<file path="src/rtl/uart_tx_stream.sv">
// Streaming UART transmitter: start bit, DATA_W data bits LSB first, optional parity, STOP_BITS stop bits.
// Define UART_TX_PARITY_EN to insert the parity bit; PARITY_ODD selects its sense.
module uart_tx_stream #(
    parameter int CLK_DIV    = 400,
    parameter int DATA_W     = 8,
    parameter int STOP_BITS  = 1,
    parameter int PARITY_ODD = 0
) (
    input  logic              CLK,
    input  logic              RST,
    input  logic [DATA_W-1:0] DATA,
    input  logic              VALID,
    output logic              READY,
    output logic              TX,
    output logic              BUSY,
    output logic              DONE
);

    localparam int BDW = $clog2(CLK_DIV);
    localparam int BCW = $clog2(DATA_W + 1);
    localparam logic [BDW-1:0] BAUD_MAX  = BDW'(CLK_DIV - 1);
    localparam logic [BDW-1:0] BAUD_ONE  = BDW'(1);
    localparam logic [BCW-1:0] BIT_LAST  = BCW'(DATA_W - 1);
    localparam logic [BCW-1:0] STOP_LAST = BCW'(STOP_BITS - 1);
    localparam logic [BCW-1:0] BIT_ONE   = BCW'(1);

    if (CLK_DIV < 2 || CLK_DIV > 65535) begin : g_bad_div
        $error("CLK_DIV out of range");
    end
    if (DATA_W < 5 || DATA_W > 9) begin : g_bad_width
        $error("DATA_W out of range");
    end
    if (STOP_BITS < 1 || STOP_BITS > 2) begin : g_bad_stop
        $error("STOP_BITS must be 1 or 2");
    end
    if (PARITY_ODD < 0 || PARITY_ODD > 1) begin : g_bad_par
        $error("PARITY_ODD must be 0 or 1");
    end

`ifdef UART_TX_PARITY_EN
    typedef enum logic [2:0] {S_IDLE, S_START, S_DATA, S_PARITY, S_STOP} state_t;
`else
    typedef enum logic [2:0] {S_IDLE, S_START, S_DATA, S_STOP} state_t;
`endif

    state_t            state, state_nxt;
    logic [BDW-1:0]    baud_cnt, baud_nxt;
    logic [BCW-1:0]    bit_cnt, bit_nxt;
    logic [DATA_W-1:0] shreg, shreg_nxt;
    logic              tx_nxt, done_nxt;
`ifdef UART_TX_PARITY_EN
    logic              par_q, par_nxt;
`endif

    always_comb begin
        state_nxt = state;
        baud_nxt  = baud_cnt;
        bit_nxt   = bit_cnt;
        shreg_nxt = shreg;
        tx_nxt    = 1'b1;
        done_nxt  = 1'b0;
`ifdef UART_TX_PARITY_EN
        par_nxt   = par_q;
`endif
        case (state)
            S_IDLE: begin
                if (READY && VALID) begin
                    state_nxt = S_START;
                    baud_nxt  = BAUD_MAX;
                    bit_nxt   = '0;
                    shreg_nxt = DATA;
                    tx_nxt    = 1'b0;
`ifdef UART_TX_PARITY_EN
                    par_nxt   = (^DATA) ^ (PARITY_ODD != 0);
`endif
                end
            end
            S_START: begin
                tx_nxt = 1'b0;
                if (baud_cnt == '0) begin
                    state_nxt = S_DATA;
                    baud_nxt  = BAUD_MAX;
                    tx_nxt    = shreg[0];
                end else begin
                    baud_nxt = baud_cnt - BAUD_ONE;
                end
            end
            S_DATA: begin
                tx_nxt = shreg[0];
                if (baud_cnt == '0) begin
                    baud_nxt = BAUD_MAX;
                    if (bit_cnt == BIT_LAST) begin
                        bit_nxt = '0;
`ifdef UART_TX_PARITY_EN
                        state_nxt = S_PARITY;
                        tx_nxt    = par_q;
`else
                        state_nxt = S_STOP;
                        tx_nxt    = 1'b1;
`endif
                    end else begin
                        bit_nxt   = bit_cnt + BIT_ONE;
                        shreg_nxt = shreg >> 1;
                        tx_nxt    = shreg[1];
                    end
                end else begin
                    baud_nxt = baud_cnt - BAUD_ONE;
                end
            end
`ifdef UART_TX_PARITY_EN
            S_PARITY: begin
                tx_nxt = par_q;
                if (baud_cnt == '0) begin
                    state_nxt = S_STOP;
                    baud_nxt  = BAUD_MAX;
                    tx_nxt    = 1'b1;
                end else begin
                    baud_nxt = baud_cnt - BAUD_ONE;
                end
            end
`endif
            S_STOP: begin
                // The final stop-bit cycle is spent in IDLE with READY high, so a
                // waiting frame starts on the very next edge with no gap.
                if (bit_cnt == STOP_LAST && baud_cnt == BAUD_ONE) begin
                    state_nxt = S_IDLE;
                    baud_nxt  = '0;
                    bit_nxt   = '0;
                    done_nxt  = 1'b1;
                end else if (baud_cnt == '0) begin
                    baud_nxt = BAUD_MAX;
                    bit_nxt  = bit_cnt + BIT_ONE;
                end else begin
                    baud_nxt = baud_cnt - BAUD_ONE;
                end
            end
            default: state_nxt = S_IDLE;
        endcase
    end

    always_ff @(posedge CLK or posedge RST) begin
        if (RST) begin
            state    <= S_IDLE;
            baud_cnt <= '0;
            bit_cnt  <= '0;
            shreg    <= '0;
            TX       <= 1'b1;
            READY    <= 1'b0;
            BUSY     <= 1'b0;
            DONE     <= 1'b0;
`ifdef UART_TX_PARITY_EN
            par_q    <= 1'b0;
`endif
        end else begin
            state    <= state_nxt;
            baud_cnt <= baud_nxt;
            bit_cnt  <= bit_nxt;
            shreg    <= shreg_nxt;
            TX       <= tx_nxt;
            READY    <= (state_nxt == S_IDLE);
            BUSY     <= (state_nxt != S_IDLE);
            DONE     <= done_nxt;
`ifdef UART_TX_PARITY_EN
            par_q    <= par_nxt;
`endif
        end
    end

endmodule

</file>
<file path="config.mk">
export PLATFORM = sky130hd
export DESIGN_NAME = uart_tx_stream
export DESIGN_NICKNAME = d
export VERILOG_FILES = /design/src/rtl/uart_tx_stream.sv
export SDC_FILE = /design/constraint.sdc
export NUM_CORES = 1
export LEC_CHECK = 0
export CAP_MARGIN = 20
export CELL_PAD_IN_SITES_DETAIL_PLACEMENT = 1
export CELL_PAD_IN_SITES_GLOBAL_PLACEMENT = 1
export CORE_UTILIZATION = 35
export CTS_CLUSTER_DIAMETER = 80
export DETAILED_ROUTE_END_ITERATION = 8
export PLACE_DENSITY = 0.71
export SETUP_SLACK_MARGIN = 0.05
export SLEW_MARGIN = 20
export SYNTH_ARGS = -nofsm -noshare
export SYNTH_HDL_FRONTEND = slang
export SYNTH_SLANG_ARGS = --single-unit
export TNS_END_PERCENT = 1
</file>
<file path="constraint.sdc">
create_clock -name CLK -period 2.5 [get_ports CLK]
set_clock_uncertainty 0.2 [all_clocks]
set_input_delay 0.25 -clock CLK [delete_from_list [all_inputs] [get_ports CLK]]
set_output_delay 0.25 -clock CLK [all_outputs]
set_load 0.02 [all_outputs]
</file>
==> results.cfg <==
[cts]
cts_inserted_buffers = 3
clock_tree.buffer_depth = 2
worstSkewPairLatency_ps = 280
htree_levels = 1
cts_tree = built
clockRootBuffer = clkbuf_8
clkSlewWorstSetupHoldPaths_ps = 100
cts_num_sinks = 28
post_cts_buffers = 0

[placed_design]
place_area_mm2 = 0.00183
dpl.cell_count = 242
place_congestion = 0.815
dp_hpwl_um = 3060
port_buffers = 14

[synth]
synth_area_leaders = dfrtp_1 (41%), o21ai_0 (5.2%), a21oi_1 (4.9%), mux2i_1 (4.9%), nand2_1 (4.6%)
synth_cell_type_count = 47
netlist_instances = 178
synth_edf_count = 0
synth_top_cell_by_area = dfrtp_1
synth_fp_nets = 194
syn_avg_cell_area_um2 = 9.17
synthArstFlopShare_pct = 100
synthTopCellsByCount = dfrtp_1 (27), nand2_1 (20), o21ai_0 (17)
synth_area_mm2 = 0.00163
yosysSeqAreaShare_pct = 43.0
synthFlopType = dfrtp_1
synth_warnings = 0
ys_seq_elements = 28
synth_most_common_cell = dfrtp_1
synth_top_area_share_pct = 41.4

[layout]
fillCellCount = 526
drive_gt1_share_pct = 7.73
nets = 211
diodes = 0
area_delta_synth_final_pct = 16.8
finalNonFillerCells = 246
fin_util_pct = 43.2
finalInstanceArea_mm2 = 0.00191

[timing]
finalCriticalPeriod_ps = 2190
setup_viol = 0
holdWs_ps = 123
worstMarginPinSlew_ps = 568
rsz0062_at_grt = false
setup_tns_ps = 0
finalCritPeriodShare_pct = 87.5
slew_headroom_pct = 62.1
max_clock_freq_mhz = 457
drv_slew = 0
finalHoldViolCount = 0

[hold_path]
hp-class = in2async

[setup_path]
worstRegToRegCells = 5
reg2reg_to = bit_cnt[2]
worstReg2RegStart = baud_cnt[6]
worstSetupPathType = reg2reg
worstPathRequired_ps = 2480
cp-end-kind = flop
cp-start-kind = flop
endpoint = bit_cnt[2]
r2r_slack_ps = 310
arrival_ps = 2160
cp-startpoint = baud_cnt[6]
cp_max_fo = 8

[drt]
via_per_inst = 5.68
ant_nets = 0
drc_errors = 0
wire_per_inst_um = 16.3
wirelength_um = 4010
num_vias = 1398
first_iter_violations = 60
firstDrtPassIters = 4

[global_route]
grt_pass1_vias = 1457
grt_max_degree = 29
overflow = 0
antenna_found_initial = 0
grtUsageTotal_pct = 17.7
grt_first_pass_wirelength_um = 6960

[floorplan]
ios = 15
coreArea_mm2 = 0.00441
die_area_mm2 = 0.00494
die_x_um = 70.3
start_util_pct = 37.0
num_rows = 24
die_height_um = 70.3

[outcome]
outcome = complete, no violations

[power_and_ir_drop]
power.leakage_uw = 0.000805
ir_drop_v = 0.000339
p_per_area_mw_per_mm2 = 614

[job]
max-cap-violations = 0
-- per-layer routing --
layer  wire length, µm  GRT usage (%)  vias up
met5                 0              0        -
met4                34           4.00        0
met3               117           2.45        5
met2              2040           29.6       21
met1              1810           24.2      700
li1                  -              -      672
-- cell type report --
cell class | instances | area, µm² | share of cell area, %
Inverter | 11 | 41.3 | 2.17
Clock inverter | 1 | 30.0 | 1.57
Clock buffer | 3 | 41.3 | 2.17
Timing Repair Buffer | 17 | 163 | 8.53
Multi-Input combinational cell | 134 | 865 | 45.3
Sequential cell | 28 | 702 | 36.8
Tap cell | 52 | 65.1 | 3.41
-- power breakdown --
part | switching, µW | total (µW) | internal [µW]
clock network | 148 | 362 | 215
logic | 127 | 220 | 93.5
registers | 70.6 | 589 | 518
total | 345 | 1170 | 827
-- critical path, cell delays in order (launching register included) --
cell and delay (ps):
dfrtp_1 470, nor4_4 490, a311oi_1 220, a211oi_4 390
o21ai_1 120, a22o_1 190
-- repair_timing --
| action | in CTS | in global routing |
|---|---|---|
| hold buffers | 0 | 0 |
| endpoints found under the setup margin | 0 | 8 |
| resized for setup | 0 | 1 |
-- stage by stage --
stage / worst slack (ps) / total power [µW]
2_1_floorplan: 557 / 732
3_3_place_gp: 356 / 799
3_5_place_dp: 154 / 819
4_1_cts: 143 / 1180
5_1_grt: 119 / 1240
6_report: 313 / 1170
-- worst min path at each step --
stage	to	startpoint	slack [ps]
6_report	baud_cnt[5]	RST	120
5_1_grt	shreg[2]	RST	180
2_1_floorplan	BUSY	RST	110
3_3_place_gp	shreg[7]	shreg[7]	260
3_5_place_dp	shreg[4]	shreg[4]	280
4_1_cts	baud_cnt[5]	RST	150
-- placed cells by master (no fill, tap or decap), drive strengths merged, types with 2 or more instances in the layout --
cell type / n
dfrtp: 27
nand2: 20
o21ai: 20
a21oi: 16
clkdlybuf4s50: 14
nor2: 11
inv: 11
nand3: 8
mux2i: 8
ha: 5
o211ai: 5
a21o: 4
or3: 3
and3: 3
clkbuf: 3
buf: 3
nor3: 3
o21bai: 2
and3b: 2
o21a: 2
nor4: 2
-- cells by family after synthesis --
family	share of synthesized area (%)
mux	4.90
other cells	0.230
simple gates	20.1
buf+inv	4.29
flops	43.0
xor+xnor	0.536
compound gates	23.1
fa+ha+maj	3.83
-- sequential cells by signal (all words and copies together) (netlist names) --
| register | cells |
|---|---|
| BUSY | 1 |
| READY | 1 |
| bit_cnt | 4 |
| shreg | 8 |
| TX | 1 |
| baud_cnt | 9 |
| DONE | 1 |
| state | 3 |
Power figures use the tool's default switching activity.
